**src/rtl/alu_pkg.sv**
```systemverilog
// Shared definitions for the ALU scheduler: op codes, FSM states, serial
// frame geometry and the command bit-stream builder.
package alu_pkg;

    typedef enum logic [2:0] {
        ALU_AND = 3'b000,
        ALU_OR  = 3'b001,
        ALU_ADD = 3'b100,
        ALU_SUB = 3'b101
    } alu_op_e;

    typedef enum logic [2:0] {
        IDLE,
        TX,
        WAIT_RX,
        RX,
        DONE
    } state_e;

    localparam int FRAME_LEN  = 11;
    localparam int CMD_FRAMES = 9;
    localparam int CMD_BITS   = FRAME_LEN * CMD_FRAMES;

    // One frame: start 0, type bit, 8 data bits MSB first, stop 1.
    function automatic logic [FRAME_LEN-1:0] make_frame(input logic is_ctl, input logic [7:0] data);
        return {1'b0, is_ctl, data, 1'b1};
    endfunction

    // Whole command, first transmitted bit in the MSB: B bytes, A bytes, ctl.
    function automatic logic [CMD_BITS-1:0] build_cmd_stream(
        input logic [31:0] a,
        input logic [31:0] b,
        input logic [2:0]  op,
        input logic [3:0]  crc
    );
        return {make_frame(1'b0, b[31:24]), make_frame(1'b0, b[23:16]),
                make_frame(1'b0, b[15:8]),  make_frame(1'b0, b[7:0]),
                make_frame(1'b0, a[31:24]), make_frame(1'b0, a[23:16]),
                make_frame(1'b0, a[15:8]),  make_frame(1'b0, a[7:0]),
                make_frame(1'b1, {1'b0, op, crc})};
    endfunction

endpackage

```
**src/rtl/alu_frame_rx.sv**
```systemverilog
// Serial frame receiver: detects a start bit while enabled, then captures
// the type bit and 8 data bits (MSB first) and strobes on the stop bit.
module alu_frame_rx
    import alu_pkg::*;
(
    input  logic       clk,
    input  logic       rst,
    input  logic       en_i,
    input  logic       sout_i,
    output logic       start_o,
    output logic       busy_o,
    output logic       frame_done_o,
    output logic       type_o,
    output logic [7:0] byte_o
);

    logic       busy_q, busy_d;
    logic [3:0] cnt_q, cnt_d;
    logic       type_q, type_d;
    logic [7:0] shift_q, shift_d;

    assign start_o      = en_i && !busy_q && !sout_i;
    assign busy_o       = busy_q;
    // cnt 9 is the stop-bit cycle; type and data are complete by then.
    assign frame_done_o = busy_q && (cnt_q == 4'(FRAME_LEN - 2));
    assign type_o       = type_q;
    assign byte_o       = shift_q;

    // Next-state for the bit sampler.
    always_comb begin
        busy_d  = busy_q;
        cnt_d   = cnt_q;
        type_d  = type_q;
        shift_d = shift_q;
        if (!en_i) begin
            busy_d = 1'b0;
            cnt_d  = '0;
        end else if (busy_q) begin
            if (cnt_q == 4'd0) begin
                type_d = sout_i;
            end else if (cnt_q <= 4'd8) begin
                shift_d = {shift_q[6:0], sout_i};
            end
            if (frame_done_o) begin
                busy_d = 1'b0;
                cnt_d  = '0;
            end else begin
                cnt_d = cnt_q + 4'd1;
            end
        end else if (!sout_i) begin
            busy_d = 1'b1;
            cnt_d  = '0;
        end
    end

    // Sampler state register.
    always_ff @(posedge clk) begin
        if (rst) begin
            busy_q  <= 1'b0;
            cnt_q   <= '0;
            type_q  <= 1'b0;
            shift_q <= '0;
        end else begin
            busy_q  <= busy_d;
            cnt_q   <= cnt_d;
            type_q  <= type_d;
            shift_q <= shift_d;
        end
    end

endmodule

```
**src/rtl/alu_scheduler.sv**
```systemverilog
// Two-requester round-robin front end for a bit-serial ALU: sends a
// 9-frame command, collects the response and reports it to the requester.
module alu_scheduler
    import alu_pkg::*;
#(
    parameter int RSP_TIMEOUT = 1000
) (
    input  logic             clk,
    input  logic             rst,
    input  logic [1:0]       req_valid,
    output logic [1:0]       req_ready,
    input  logic [1:0][31:0] req_a,
    input  logic [1:0][31:0] req_b,
    input  logic [1:0][2:0]  req_op,
    input  logic [1:0][3:0]  req_crc,
    output logic [1:0]       rsp_valid,
    output logic [31:0]      rsp_c,
    output logic [3:0]       rsp_flags,
    output logic [2:0]       rsp_crc,
    output logic             rsp_err,
    output logic             rsp_timeout,
    output logic             sin,
    input  logic             sout
);

    localparam int             WCW       = $clog2(RSP_TIMEOUT + 1);
    // Counter holds "cycles since last stop bit"; at RSP_TIMEOUT-1 with no
    // start bit the next cycle is the timeout DONE.
    localparam logic [WCW-1:0] WAIT_LAST = WCW'(RSP_TIMEOUT - 1);
    localparam logic [6:0]     TX_LAST   = 7'(CMD_BITS - 1);

    state_e              state_q, state_d;
    logic                gnt_q, gnt_d;
    logic                last_q, last_d;
    logic                grant_sel;
    logic [CMD_BITS-1:0] tx_shift_q, tx_shift_d;
    logic [6:0]          tx_cnt_q, tx_cnt_d;
    logic [WCW-1:0]      wait_cnt_q, wait_cnt_d;
    logic [2:0]          rx_idx_q, rx_idx_d;
    logic [31:0]         c_acc_q, c_acc_d;
    logic [31:0]         rsp_c_q, rsp_c_d;
    logic [3:0]          rsp_flags_q, rsp_flags_d;
    logic [2:0]          rsp_crc_q, rsp_crc_d;
    logic                rsp_err_q, rsp_err_d;
    logic                rsp_to_q, rsp_to_d;

    logic                rx_en, rx_start, rx_busy, rx_done, rx_type;
    logic [7:0]          rx_byte;

    assign rx_en = (state_q == WAIT_RX) || (state_q == RX);

    alu_frame_rx u_frame_rx (
        .clk          (clk),
        .rst          (rst),
        .en_i         (rx_en),
        .sout_i       (sout),
        .start_o      (rx_start),
        .busy_o       (rx_busy),
        .frame_done_o (rx_done),
        .type_o       (rx_type),
        .byte_o       (rx_byte)
    );

    assign sin         = (state_q == TX) ? tx_shift_q[CMD_BITS-1] : 1'b1;
    assign rsp_c       = rsp_c_q;
    assign rsp_flags   = rsp_flags_q;
    assign rsp_crc     = rsp_crc_q;
    assign rsp_err     = rsp_err_q;
    assign rsp_timeout = rsp_to_q;

    // FSM next-state, grant, TX shifting and response assembly.
    always_comb begin
        state_d     = state_q;
        gnt_d       = gnt_q;
        last_d      = last_q;
        grant_sel   = 1'b0;
        tx_shift_d  = tx_shift_q;
        tx_cnt_d    = tx_cnt_q;
        wait_cnt_d  = wait_cnt_q;
        rx_idx_d    = rx_idx_q;
        c_acc_d     = c_acc_q;
        rsp_c_d     = rsp_c_q;
        rsp_flags_d = rsp_flags_q;
        rsp_crc_d   = rsp_crc_q;
        rsp_err_d   = rsp_err_q;
        rsp_to_d    = rsp_to_q;
        req_ready   = 2'b00;
        rsp_valid   = 2'b00;
        case (state_q)
            IDLE: begin
                if (|req_valid) begin
                    grant_sel            = (&req_valid) ? ~last_q : req_valid[1];
                    req_ready[grant_sel] = 1'b1;
                    gnt_d                = grant_sel;
                    last_d               = grant_sel;
                    tx_shift_d           = build_cmd_stream(req_a[grant_sel], req_b[grant_sel],
                                                            req_op[grant_sel], req_crc[grant_sel]);
                    tx_cnt_d             = '0;
                    state_d              = TX;
                end
            end
            TX: begin
                tx_shift_d = {tx_shift_q[CMD_BITS-2:0], 1'b1};
                if (tx_cnt_q == TX_LAST) begin
                    wait_cnt_d = WCW'(1);
                    state_d    = WAIT_RX;
                end else begin
                    tx_cnt_d = tx_cnt_q + 7'd1;
                end
            end
            WAIT_RX: begin
                if (rx_start) begin
                    rx_idx_d = '0;
                    state_d  = RX;
                end else if (wait_cnt_q == WAIT_LAST) begin
                    rsp_c_d     = '0;
                    rsp_flags_d = '0;
                    rsp_crc_d   = '0;
                    rsp_err_d   = 1'b0;
                    rsp_to_d    = 1'b1;
                    state_d     = DONE;
                end else begin
                    wait_cnt_d = wait_cnt_q + WCW'(1);
                end
            end
            RX: begin
                if (rx_done) begin
                    if (rx_idx_q == 3'd0 && rx_type) begin
                        rsp_c_d     = {24'h0, rx_byte};
                        rsp_flags_d = '0;
                        rsp_crc_d   = '0;
                        rsp_err_d   = 1'b1;
                        rsp_to_d    = 1'b0;
                        state_d     = DONE;
                    end else if (rx_idx_q == 3'd4) begin
                        rsp_c_d     = c_acc_q;
                        rsp_flags_d = rx_byte[6:3];
                        rsp_crc_d   = rx_byte[2:0];
                        rsp_err_d   = 1'b0;
                        rsp_to_d    = 1'b0;
                        state_d     = DONE;
                    end else begin
                        c_acc_d    = {c_acc_q[23:0], rx_byte};
                        rx_idx_d   = rx_idx_q + 3'd1;
                        wait_cnt_d = WCW'(1);
                    end
                end else if (!rx_busy && !rx_start) begin
                    // Idle gap between response frames shares the timeout.
                    if (wait_cnt_q == WAIT_LAST) begin
                        rsp_c_d     = '0;
                        rsp_flags_d = '0;
                        rsp_crc_d   = '0;
                        rsp_err_d   = 1'b0;
                        rsp_to_d    = 1'b1;
                        state_d     = DONE;
                    end else begin
                        wait_cnt_d = wait_cnt_q + WCW'(1);
                    end
                end
            end
            DONE: begin
                rsp_valid[gnt_q] = 1'b1;
                state_d          = IDLE;
            end
            default: state_d = IDLE;
        endcase
    end

    // State and datapath registers; last_q=1 lets requester 0 win the first tie.
    always_ff @(posedge clk) begin
        if (rst) begin
            state_q     <= IDLE;
            gnt_q       <= 1'b0;
            last_q      <= 1'b1;
            tx_shift_q  <= '1;
            tx_cnt_q    <= '0;
            wait_cnt_q  <= '0;
            rx_idx_q    <= '0;
            c_acc_q     <= '0;
            rsp_c_q     <= '0;
            rsp_flags_q <= '0;
            rsp_crc_q   <= '0;
            rsp_err_q   <= 1'b0;
            rsp_to_q    <= 1'b0;
        end else begin
            state_q     <= state_d;
            gnt_q       <= gnt_d;
            last_q      <= last_d;
            tx_shift_q  <= tx_shift_d;
            tx_cnt_q    <= tx_cnt_d;
            wait_cnt_q  <= wait_cnt_d;
            rx_idx_q    <= rx_idx_d;
            c_acc_q     <= c_acc_d;
            rsp_c_q     <= rsp_c_d;
            rsp_flags_q <= rsp_flags_d;
            rsp_crc_q   <= rsp_crc_d;
            rsp_err_q   <= rsp_err_d;
            rsp_to_q    <= rsp_to_d;
        end
    end

endmodule

```
**config.mk**
```make
export PLATFORM = sky130hd
export DESIGN_NAME = alu_scheduler
export DESIGN_NICKNAME = d
export VERILOG_FILES = /design/src/rtl/alu_pkg.sv /design/src/rtl/alu_frame_rx.sv /design/src/rtl/alu_scheduler.sv
export SDC_FILE = /design/constraint.sdc
export NUM_CORES = 1
export LEC_CHECK = 0
export BUFFER_PORTS_ARGS = -buffer_cell sky130_fd_sc_hd__buf_4
export CORE_ASPECT_RATIO = 1.75
export CORE_UTILIZATION = 50
export DETAILED_ROUTE_END_ITERATION = 16
export HOLD_SLACK_MARGIN = 0.03
export PLACE_DENSITY_LB_ADDON = 0.05
export SYNTH_ARGS = -nofsm -noshare
export SYNTH_HDL_FRONTEND = slang
export SYNTH_SLANG_ARGS = --single-unit
```
**constraint.sdc**
```tcl
create_clock -name clk -period 2.09 [get_ports clk]
set_clock_uncertainty 0.1 [all_clocks]
set_input_delay 0.1045 -clock clk [delete_from_list [all_inputs] [get_ports clk]]
set_output_delay 0.1045 -clock clk [all_outputs]
set_load 0.01 [all_outputs]
```
==> results of run 1 <==
==> per-stage QoR <==
stage / area [um2] / cells
2_1_floorplan: 9500 / 1238
3_3_place_gp: 11400 / 1610
3_5_place_dp: 11400 / 1610
4_1_cts: 13500 / 1787
5_1_grt: 14000 / 1809
6_report: 14000 / 1809
==> power by group through the flow <==
stage / sequential, mW / clock [mW] / combinational [mW]
floorplan: 5.24 / 0 / 2.78
global placement: 5.35 / 0 / 4.07
detailed placement: 5.36 / 0 / 4.15
CTS: 5.29 / 3.54 / 4.56
global route: 5.41 / 3.71 / 5.43
finish: 5.33 / 3.50 / 5.00
==> timing repair <==
| item | in CTS | in global routing |
|---|---|---|
| endpoints found under the hold margin | 78 | 0 |
| gates resized for setup | 5 | 68 |
| endpoints found under the setup margin | 5 | 113 |
| cloned | 1 | 10 |
| buffers inserted | 0 | 11 |
| pin swaps | 0 | 24 |
| hold buffers | 145 | 0 |
==> state kept, by name, summed over array words and instances, names as in the netlist <==
name and count:
rsp_flags 4, u_frame_rx.byte_o 8, wait_cnt_q 10, last_q 1
rsp_c 32, gnt_q 1, c_acc_q 32, tx_shift_q 98
state_q 3, rsp_timeout 1, u_frame_rx.busy_o 1, tx_cnt_q 7
u_frame_rx.cnt_q 4, rx_idx_q 3, u_frame_rx.type_o 1, rsp_err 1
rsp_crc 3
==> per-layer routing <==
metal | track usage | wire (um) | up-vias
li1 | - | - | 5027
met1 | 0.331 | 12100 | 5056
met2 | 0.563 | 17200 | 441
met3 | 0.0396 | 1710 | 122
met4 | 0.176 | 1650 | 0
met5 | 0 | 0 | -
==> cell type report <==
| class | count | area (um2) |
|---|---|---|
| flip-flops and latches | 210 | 4210 |
| clock inverters | 4 | 50.0 |
| diodes | 1 | 2.50 |
| fillers | 1330 | 4570 |
| inverters | 8 | 31.3 |
| clock buffers | 27 | 556 |
| multi-input cells | 916 | 5050 |
| well taps | 238 | 298 |
| repair buffers | 405 | 3810 |
==> worst paths after layout <==
path,from,to,depth (start not counted)
hold reg to reg,tx_shift_q[42],tx_shift_q[42],2
setup / recovery,tx_cnt_q[3],wait_cnt_q[0],6
hold / removal,req_valid[0],tx_shift_q[10],4
setup reg to reg,tx_cnt_q[3],wait_cnt_q[0],6
==> cell usage in the layout (no fill, tap or decap), types with 4 or more instances in the layout <==
master                          count
sky130_fd_sc_hd__nand3_2            5
sky130_fd_sc_hd__buf_12            18
sky130_fd_sc_hd__ha_1               7
sky130_fd_sc_hd__o211ai_1           6
sky130_fd_sc_hd__inv_1              7
sky130_fd_sc_hd__nor3_1            20
sky130_fd_sc_hd__xnor2_1            6
sky130_fd_sc_hd__clkbuf_8           5
sky130_fd_sc_hd__o21ai_2           10
sky130_fd_sc_hd__dfxtp_1          204
sky130_fd_sc_hd__nor2b_1            5
sky130_fd_sc_hd__nor2_4             4
sky130_fd_sc_hd__a32o_1             6
sky130_fd_sc_hd__dfxtp_2            5
sky130_fd_sc_hd__o221ai_1          30
sky130_fd_sc_hd__a31oi_1           14
sky130_fd_sc_hd__nand2b_1           5
sky130_fd_sc_hd__a211oi_1           5
sky130_fd_sc_hd__a32oi_1           31
sky130_fd_sc_hd__nand2_1          319
sky130_fd_sc_hd__a21oi_1          184
sky130_fd_sc_hd__o21ai_0           14
sky130_fd_sc_hd__nor2_1            30
sky130_fd_sc_hd__o21ai_1           29
sky130_fd_sc_hd__mux2i_1           19
sky130_fd_sc_hd__nand2_2            4
sky130_fd_sc_hd__buf_4            228
sky130_fd_sc_hd__clkbuf_16         25
sky130_fd_sc_hd__nand3_1          103
sky130_fd_sc_hd__dlygate4sd3_1    145
==> Yosys cell counts, types with 6 or more instances <==
cell,n
sky130_fd_sc_hd__nand2_1,323
sky130_fd_sc_hd__o21ai_1,17
sky130_fd_sc_hd__o211ai_1,6
sky130_fd_sc_hd__a31oi_1,14
sky130_fd_sc_hd__a32o_1,6
sky130_fd_sc_hd__dfxtp_1,210
sky130_fd_sc_hd__nor2_1,35
sky130_fd_sc_hd__ha_1,8
sky130_fd_sc_hd__buf_2,11
sky130_fd_sc_hd__nand3_1,108
sky130_fd_sc_hd__a21oi_1,184
sky130_fd_sc_hd__a32oi_1,31
sky130_fd_sc_hd__xnor2_1,6
sky130_fd_sc_hd__nor3_1,21
sky130_fd_sc_hd__inv_1,7
sky130_fd_sc_hd__buf_1,6
sky130_fd_sc_hd__o221ai_1,30
sky130_fd_sc_hd__clkbuf_1,85
sky130_fd_sc_hd__mux2i_1,19
sky130_fd_sc_hd__o21ai_0,35
==> critical path, stage by stage, from the launching register on <==
cell,delay [ps]
sky130_fd_sc_hd__dfxtp_2,320
sky130_fd_sc_hd__or4b_4,560
sky130_fd_sc_hd__nor4b_4,210
sky130_fd_sc_hd__buf_4,180
sky130_fd_sc_hd__nor3_4,70
sky130_fd_sc_hd__nor4_4,390
sky130_fd_sc_hd__a211oi_1,130
==> cell families after synthesis <==
group                      share of synthesized area
muxes                                         0.0200
buffers and inverters                         0.0497
and+or+nand+nor                                0.246
AOI/OAI and AO/OA                              0.225
DFF                                            0.443
xor gates and xnor gates                     0.00646
adders and majority gates                     0.0105
==> implementation parameters, run 1 <==
Parameter                              Value

Routing
  Drt pass-1 iters ... 5
  Average routed wire per standard cell ... 18.1 um
  Number of design-rule violations left by the first detailed-router iteration ... 647
  Remaining DRCs ... 0
  Via density ... 5.89
  Detailed-route wire length ... 32700 um
  Vias ... 10600
  Routed Antenna Nets ... 0

Placed design
  Last weighted congestion value of the routability-driven placer ... 0.868
  HPWL reported at the end of detailed placement ... 17800 um
  Count of buffers inserted at the top-level ports ... 192
  Post-place setup slack ... -14.3 ps

GRT
  Maximum number of pins on one net before global-route repair ... 129
  Global-route total usage across every layer ... 0.306
  Total congestion overflow ... 0
  Initial antenna violation count ... 1
  First-pass GRT wire length ... 48800 um
  Number of global-route vias before repair ... 10200

Timing
  Max transition margin ... 0.567
  Post-Route Setup TNS ... -169 ps
  Hold Slack ... 77.4 ps
  Minimum setup slack in the final design ... -21.5 ps
  Max Freq ... 0.474 GHz
  Final count of hold timing violations ... 0
  Number of endpoints failing setup at the final stage ... 15
  Slew @ Worst Pin ... 649 ps
  Setup repair after global routing missed its margin ... true
  Slew Limit Fails ... 0
  Clock period minus final worst setup slack ... 2110 ps
  Final period util ... 1.01

Clock network
  Later-pin clock latency in the skew report ... 490 ps
  Clk pin slew, worst setup/hold paths ... 70 ps
  CTS tree ... done
  Root Buffer ... sky130_fd_sc_hd__clkbuf_16
  Maximum clock path buffer count ... 3
  CTS H-tree lvls ... 1
  Clock buffers created by TritonCTS ... 19
  Clock sink total ... 210

Die
  Die Y-Extent ... 184 um
  Horiz. Die Dim ... 106 um
  Initial standard-cell utilization of the core ... 0.511
  Ports placed on the boundary ... 193
  Core outline area ... 18600 um2
  Number of placement rows ... 66
  Overall die area ... 19600 um2

Power
  Sequential cell fraction of total power ... 0.385
  Power density over the cells ... 987 nW/um2
  Power share of the clock group ... 0.253
  Sw Ratio ... 0.351
  Overall power consumption ... 13.8 mW
  Combinational fraction of design power ... 0.362
  Net load switching power ... 4.85 mW
  Peak supply drop ... 0.642 mV
  Cell internal power dissipation ... 8.99 mW
  Cell leakage power ... 5.77 nW

Finish
  Layout overhead on the synthesized area ... 47.6%
  Final core utilization ... 0.754
  Share of layout cells above drive strength 1 ... 0.220
  Number of nets in the final layout ... 1715

Worst setup path
  Type of the worst setup path ... register to register
  Startpoint type of the worst setup path ... register
  Critical path endpoint category ... register
  Arrival @ worst endpoint ... 2360 ps
  Maximum fanout encountered on the critical timing path ... 5
  Flop2flop setup slack ... -20 ps
  CP required ... 2340 ps

Status
  Violated checks ... negative setup slack
  Status ... complete, but fails checks

Flow run
  Max-cap violation count ... 0

Yosys
  Number of register bits inferred by synthesis ... 210
  Count of cell types in the netlist ... 61
  Share of the yosys chip area belonging to registers ... 0.443
  Net Count, Synth ... 1393
  Synth Flop Type ... sky130_fd_sc_hd__dfxtp_1
  Average cell area after synthesis ... 7.67 um2
  Library cell with the largest summed area after synthesis ... sky130_fd_sc_hd__dfxtp_1
  Proportion of synthesized flip-flops having asynchronous set or reset ... 0
  Synthesized netlist cell count ... 1238
  Most area-consuming cells after synthesis ... sky130_fd_sc_hd__dfxtp_1, sky130_fd_sc_hd__nand2_1, sky130_fd_sc_hd__a21oi_1
  Total of warnings raised by yosys ... 0
  Count of flip-flops with a built-in enable after synthesis ... 0
  Area fraction of the dominant cell type after synthesis ... 0.443
  Mapped cell area ... 9500 um2

Hold path
  Type of the tightest min-delay check ... input pin to register
No activity file was read; power rests on OpenSTA's default activity.
==> run 2: changes to the inputs <==
Settings changed: REMOVE_ABC_BUFFERS from default to 1.
==> run 2 against run 1 <==
Compared with the run above: the flow still finishes with violations (negative setup slack); sequential power is essentially flat; combinational power shrank 7.6%; die area unchanged; cell count decreased by 0.94%; setup slack got worse by 29 ps; worst hold slack lost 12 ps; first-iteration DRC count up 3.6%; design area shrank 2.1%; largest cell class unchanged.
==> implementation parameters, run 2 (synthesis gave the netlist of run 1 again) <==
Parameter                              Value

GRT
  Number of global-route vias before repair ... 9930 (was 10200)
  Initial antenna violation count ... 0 (was 1)
  Global-route total usage across every layer ... 0.291 (was 0.306)
  First-pass GRT wire length ... 46900 um (was 48800 um)
  Maximum number of pins on one net before global-route repair ... 129 (unchanged)
  Total congestion overflow ... 0 (unchanged)

Clock network
  Clock buffers created by TritonCTS ... 19 (unchanged)
  Later-pin clock latency in the skew report ... 490 ps (about the same)
  CTS tree ... done (unchanged)
  Clock sink total ... 210 (unchanged)
  Clk pin slew, worst setup/hold paths ... 70 ps (about the same)
  Maximum clock path buffer count ... 3 (unchanged)
  CTS H-tree lvls ... 1 (unchanged)
  Root Buffer ... sky130_fd_sc_hd__clkbuf_16 (unchanged)

Die
  Number of placement rows ... 66 (unchanged)
  Core outline area ... 18600 um2 (unchanged)
  Die Y-Extent ... 184 um (unchanged)
  Horiz. Die Dim ... 106 um (unchanged)
  Ports placed on the boundary ... 193 (unchanged)
  Initial standard-cell utilization of the core ... 0.511 (unchanged)
  Overall die area ... 19600 um2 (unchanged)

Worst setup path
  Type of the worst setup path ... register to register (unchanged)
  Reg2Reg Depth ... 6 (unchanged)
  CP required ... 2370 ps (was 2340 ps)
  Arrival @ worst endpoint ... 2420 ps (was 2360 ps)
  Critical path endpoint category ... register (unchanged)
  Startpoint type of the worst setup path ... register (unchanged)
  Maximum fanout encountered on the critical timing path ... 5 (unchanged)

Timing
  Max Freq ... 0.467 GHz (was 0.474 GHz)
  Final period util ... 1.02 (was 1.01)
  Slew Limit Fails ... 0 (unchanged)
  Final count of hold timing violations ... 0 (unchanged)
  Post-Route Setup TNS ... -699 ps (was -169 ps)
  Max transition margin ... 0.586 (was 0.567)
  Hold Slack ... 64.9 ps (was 77.4 ps)
  Clock period minus final worst setup slack ... 2140 ps (was 2110 ps)
  Slew @ Worst Pin ... 619 ps (was 649 ps)
  Number of endpoints failing setup at the final stage ... 39 (was 15)
  Minimum setup slack in the final design ... -50.1 ps (was -21.5 ps)
  Setup repair after global routing missed its margin ... true (unchanged)

Power
  Power share of the clock group ... 0.267 (was 0.253)
  Sw Ratio ... 0.347 (was 0.351)
  Net load switching power ... 4.71 mW (was 4.85 mW)
  Sequential cell fraction of total power ... 0.392 (was 0.385)
  Overall power consumption ... 13.6 mW (was 13.8 mW)
  Peak supply drop ... 0.719 mV (was 0.642 mV)
  Power density over the cells ... 989 nW/um2 (was 987 nW/um2)
  Combinational fraction of design power ... 0.341 (was 0.362)
  Cell internal power dissipation ... 8.86 mW (was 8.99 mW)
  Cell leakage power ... 5.65 nW (was 5.77 nW)

Finish
  Antenna cell count ... 0 (was 1)
  Layout overhead on the synthesized area ... 44.5% (was 47.6%)
  Multi-input gate area in the final layout ... 5010 um2 (was 5050 um2)
  Largest register by flop count ... tx_shift_q (unchanged)
  Number of flip-flops in the largest register ... 98 (unchanged)
  Most common cell after layout, fill and taps aside ... sky130_fd_sc_hd__nand2_1 (unchanged)
  Fin area ... 13700 um2 (was 14000 um2)
  Total area of sequential cells ... 4210 um2 (about the same)
  Share of layout cells above drive strength 1 ... 0.206 (was 0.220)
  Top library cells by usage in the layout, fill and taps aside ... sky130_fd_sc_hd__nand2_1, sky130_fd_sc_hd__buf_4, sky130_fd_sc_hd__dfxtp_1 (unchanged)
  FILL cells ... 1388 (was 1330)
  Number of nets in the final layout ... 1698 (was 1715)

Routing
  Highest routed metal layer ... met4 (unchanged)
  Drt pass-1 iters ... 5 (unchanged)
  Remaining DRCs ... 0 (unchanged)
  Vias ... 10500 (was 10600)
  Via density ... 5.84 (was 5.89)
  Number of design-rule violations left by the first detailed-router iteration ... 670 (was 647)
  Met3 wire length ... 1450 um (was 1710 um)
  Routed Antenna Nets ... 0 (unchanged)
  Amount of wire on met2 after detailed routing ... 16800 um (was 17200 um)
  Detailed-route wire length ... 31000 um (was 32700 um)
  Average routed wire per standard cell ... 17.3 um (was 18.1 um)
  WL met1 ... 11700 um (was 12100 um)

Status
  Status ... complete, but fails checks (unchanged)
  Violated checks ... negative setup slack (unchanged)

Placed design
  Count of buffers inserted at the top-level ports ... 192 (unchanged)
  HPWL reported at the end of detailed placement ... 16200 um (was 17800 um)
  Last weighted congestion value of the routability-driven placer ... 0.829 (was 0.868)
  Post-DP Area ... 11300 um2 (was 11400 um2)

Hold path
  Type of the tightest min-delay check ... input pin to register (unchanged)
  Number of cells on the worst hold path ... 4 (unchanged)

Flow run
  Max-cap violation count ... 0 (unchanged)
[run 2: cell count changes in the layout (fill, tap and decap cells not counted), sizes merged]
cell and delta:
buf -13, bufbuf -1, bufinv +1, clkbuf -1
clkinv +1, clkinvlp -2, diode -1, dlygate4sd3 -2
inv +1
[run 2: critical path, stage by stage (launching register included)]
cell and delay, ps:
sky130_fd_sc_hd__dfxtp_2 320, sky130_fd_sc_hd__or4b_4 550, sky130_fd_sc_hd__nor4b_4 370, sky130_fd_sc_hd__buf_4 200, sky130_fd_sc_hd__o31a_4 170, sky130_fd_sc_hd__nand3_1 80
sky130_fd_sc_hd__a32o_1 250
[run 2: final cells by class]
class,count,area share
timing repair buffer,388,0.258
clock inverter,5,0.00602
tap,238,0.0217
multi-input combinational,916,0.365
inverter,8,0.00228
sequential,210,0.307
clock buffer,27,0.0405
[run 2: final timing paths]
check	startpoint	to	slack, ps
worst max-delay path	tx_cnt_q[4]	wait_cnt_q[7]	-50
worst min-delay path	req_valid[1]	gnt_q	60
worst max register to register	tx_cnt_q[4]	wait_cnt_q[7]	-50
worst min register to register	tx_shift_q[87]	tx_shift_q[87]	350
[run 2: per-layer routing]
metal	vias to the layer above	global-route usage
li1	4987	-
met1	5032	0.317
met2	358	0.552
met3	93	0.0414
met4	0	0.123
met5	-	0
[run 2: power by group through the flow]
stage | registers, mW | logic (mW) | clock network (mW)
3_3_place_gp | 5.36 | 3.90 | 0
3_5_place_dp | 5.37 | 3.98 | 0
2_1_floorplan | 5.12 | 2.20 | 0
6_report | 5.32 | 4.62 | 3.63
5_1_grt | 5.41 | 5.07 | 3.84
4_1_cts | 5.30 | 4.35 | 3.66
[run 2: per-stage QoR]
| step | setup slack (ps) | util | std cells |
|---|---|---|---|
| floorplan | -4910 | - | 1131 |
| global placement | 22.7 | 0.607 | 1600 |
| detailed placement | -0.157 | 0.607 | 1600 |
| CTS | -21.3 | 0.721 | 1777 |
| global route | -135 | 0.739 | 1792 |
| finish | -50.1 | 0.739 | 1792 |
[run 2: timing repair]
item,4_1_cts,5_1_grt
buffers inserted,1,6
hold buffers,143,0
resized for setup,7,46
gates cloned,1,9
endpoints found under the setup margin,9,92
pin swaps,1,21
hold endpoints to repair,76,0
==> run 3: changes to the inputs <==
Settings changed: GPL_TIMING_DRIVEN from default to 0, PLACE_DENSITY from default to 0.85, PLACE_DENSITY_LB_ADDON 0.05 to default.
==> run 3 against run 2 <==
Compared with the run above: the flow still finishes with violations (negative setup slack); via count increased by 14%; core utilization increased by 2.3 points; setup slack got worse by 51 ps; sequential power increased by 3%; die area unchanged; count of clock-buffer cells in the layout increased by 1; critical endpoint is now rsp_c[8]; largest power group unchanged.
==> implementation parameters, run 3 (synthesis gave the netlist of run 1 again) <==
Parameter                              Value

Status
  Status ... complete, but fails checks (unchanged)
  Violated checks ... negative setup slack (unchanged)

Worst setup path
  Startpoint type of the worst setup path ... register (unchanged)
  Type of the worst setup path ... register to register (unchanged)
  Maximum fanout encountered on the critical timing path ... 5 (unchanged)
  Gate family responsible for the most delay along the worst path ... simple AND/OR/NAND/NOR gates (unchanged)
  Cells along the critical path ... or4b_4 -> nor4b_4 -> nor3_4 -> buf_12 -> nor2_4 -> buf_12 -> buf_16 -> o21ai_2 (was or4b_4 -> nor4b_4 -> buf_4 -> o31a_4 -> nand3_1 -> a32o_1)
  CP required ... 2360 ps (was 2370 ps)
  Slowest library cell on the worst path ... sky130_fd_sc_hd__or4b_4 (unchanged)
  Reg2Reg Depth ... 8 (was 6)
  Origin of the critical flop-to-flop path ... tx_cnt_q[4] (unchanged)
  Worst reg2reg path endpoint ... rsp_c[8] (was wait_cnt_q[7])
  Worst path most repeated cell ... sky130_fd_sc_hd__buf_12
  Arrival @ worst endpoint ... 2460 ps (was 2420 ps)
  Number of buffer and inverter instances along the worst setup path ... 3 (was 1)
  Delay of the slowest critical-path stage ... 560 ps (was 550 ps)
  Flop2flop setup slack ... -100 ps (was -50 ps)
  Critical path endpoint category ... register (unchanged)

Routing
  Remaining DRCs ... 0 (unchanged)
  WL met1 ... 13000 um (was 11700 um)
  Drt pass-1 iters ... 6 (was 5)
  Vias ... 11900 (was 10500)
  Number of design-rule violations left by the first detailed-router iteration ... 1187 (was 670)
  Via density ... 6.54 (was 5.84)
  Average routed wire per standard cell ... 21.9 um (was 17.3 um)
  Highest routed metal layer ... met5 (was met4)
  Routed Antenna Nets ... 0 (unchanged)
  Met3 wire length ... 3700 um (was 1450 um)
  Detailed-route wire length ... 39900 um (was 31000 um)
  Amount of wire on met2 after detailed routing ... 19300 um (was 16800 um)

Finish
  Final core utilization ... 0.762 (was 0.739)
  Share of layout cells above drive strength 1 ... 0.241 (was 0.206)
  Number of nets in the final layout ... 1718 (was 1698)
  Top library cells by usage in the layout, fill and taps aside ... sky130_fd_sc_hd__nand2_1, sky130_fd_sc_hd__buf_4, sky130_fd_sc_hd__dfxtp_1 (unchanged)
  Layout overhead on the synthesized area ... 49.0% (was 44.5%)
  Number of flip-flops in the largest register ... 98 (unchanged)
  Most common cell after layout, fill and taps aside ... sky130_fd_sc_hd__nand2_1 (unchanged)
  Largest register by flop count ... tx_shift_q (unchanged)
  FILL cells ... 1070 (was 1388)

Timing
  Final count of hold timing violations ... 0 (unchanged)
  Slew @ Worst Pin ... 1070 ps (was 619 ps)
  Number of endpoints failing setup at the final stage ... 42 (was 39)
  Clock period minus final worst setup slack ... 2190 ps (was 2140 ps)
  Final period util ... 1.05 (was 1.02)
  Minimum setup slack in the final design ... -101 ps (was -50.1 ps)
  Post-Route Setup TNS ... -1740 ps (was -699 ps)
  Max Freq ... 0.456 GHz (was 0.467 GHz)
  Max transition margin ... 0.285 (was 0.586)
  Slew Limit Fails ... 0 (unchanged)
  Setup repair after global routing missed its margin ... true (unchanged)
  Hold Slack ... 57.5 ps (was 64.9 ps)

Die
  Die Y-Extent ... 184 um (unchanged)
  Core outline area ... 18600 um2 (unchanged)
  Horiz. Die Dim ... 106 um (unchanged)
  Ports placed on the boundary ... 193 (unchanged)
  Number of placement rows ... 66 (unchanged)
  Overall die area ... 19600 um2 (unchanged)
  Initial standard-cell utilization of the core ... 0.511 (unchanged)

Hold path
  End point of the most critical hold path ... gnt_q (unchanged)
  Type of the tightest min-delay check ... input pin to register (unchanged)
  Number of cells on the worst hold path ... 2 (was 4)
  Hold Path Origin ... rst (was req_valid[1])

Clock network
  Later-pin clock latency in the skew report ... 500 ps (was 490 ps)
  CTS H-tree lvls ... 1 (unchanged)
  Clk pin slew, worst setup/hold paths ... 70 ps (about the same)
  Clock buffers created by TritonCTS ... 20 (was 19)
  Maximum clock path buffer count ... 3 (unchanged)
  CTS tree ... done (unchanged)
  Clock sink total ... 210 (unchanged)
  Root Buffer ... sky130_fd_sc_hd__clkbuf_16 (unchanged)

Placed design
  Count of buffers inserted at the top-level ports ... 192 (unchanged)
  Post-place setup slack ... -1260 ps (was -0.157 ps)
  Last weighted congestion value of the routability-driven placer ... 0.809 (was 0.829)
  HPWL reported at the end of detailed placement ... 15500 um (was 16200 um)

GRT
  Maximum number of pins on one net before global-route repair ... 130 (was 129)
  Total congestion overflow ... 0 (unchanged)
  Initial antenna violation count ... 9 (was 0)
  Number of global-route vias before repair ... 11600 (was 9930)
  First-pass GRT wire length ... 57600 um (was 46900 um)
  Global-route total usage across every layer ... 0.367 (was 0.291)

Power
  Power density over the cells ... 1050 nW/um2 (was 989 nW/um2)
  Overall power consumption ... 14.8 mW (was 13.6 mW)
  Peak supply drop ... 0.874 mV (was 0.719 mV)
  Cell leakage power ... 5.79 nW (was 5.65 nW)

Flow run
  Max-cap violation count ... 0 (unchanged)
[run 3: cell types whose count changed in the layout (fill, tap and decap cells not counted), sizes merged, moves of 3 or more]
cell / change
and3: +3
nor2: +3
buf: +14
clkbuf: -3
diode: +10
[run 3: metrics by stage]
step                      instance area, um2  instances
final                                  14200       1825
after global routing                   14100       1823
after CTS                              13800       1789
after detailed placement               11100       1573
after global placement                 10800       1561
after floorplan                         9060       1131
[run 3: repair_timing]
action                                  CTS  global route
hold endpoints to repair                 78             0
hold buffers                            143             0
resized for setup                        50            66
endpoints found under the setup margin  186           129
pin swaps                                28            34
buffers inserted                         28            22
gates cloned                              9             5
[run 3: how the worst max path moves through the flow]
| stage | start | endpoint | cells after the start |
|---|---|---|---|
| finish | tx_cnt_q[4] | rsp_c[8] | 8 |
| global route | tx_cnt_q[4] | rsp_c[3] | 8 |
| CTS | tx_cnt_q[2] | rsp_c[5] | 7 |
| detailed placement | rst | rsp_c[18] | 6 |
| global placement | state_q[0] | tx_shift_q[7] | 4 |
| floorplan | state_q[0] | tx_shift_q[15] | 4 |
[run 3: metal layers]
metal,global-route usage,vias to the layer above
li1,-,5057
met1,0.377,5513
met2,0.642,981
met3,0.0764,385
met4,0.284,2
met5,0,-
[run 3: layout make-up]
cell class / count / area (um2) / share of cell area
repair buffers: 398 / 3580 / 0.253
well taps: 238 / 298 / 0.0210
flip-flops and latches: 210 / 4230 / 0.299
multi-input cells: 925 / 5290 / 0.374
clock inverters: 8 / 96.3 / 0.00681
inverters: 8 / 32.5 / 0.00230
diodes: 10 / 25.0 / 0.00177
clock buffers: 28 / 602 / 0.0425
[run 3: where the power goes]
group | internal [mW] | switching [mW] | leakage (nW)
Combinational | 2.06 | 3.36 | 3.72
Clock | 2.27 | 1.62 | 0.346
Sequential | 4.84 | 0.656 | 1.73
Total | 9.17 | 5.64 | 5.79
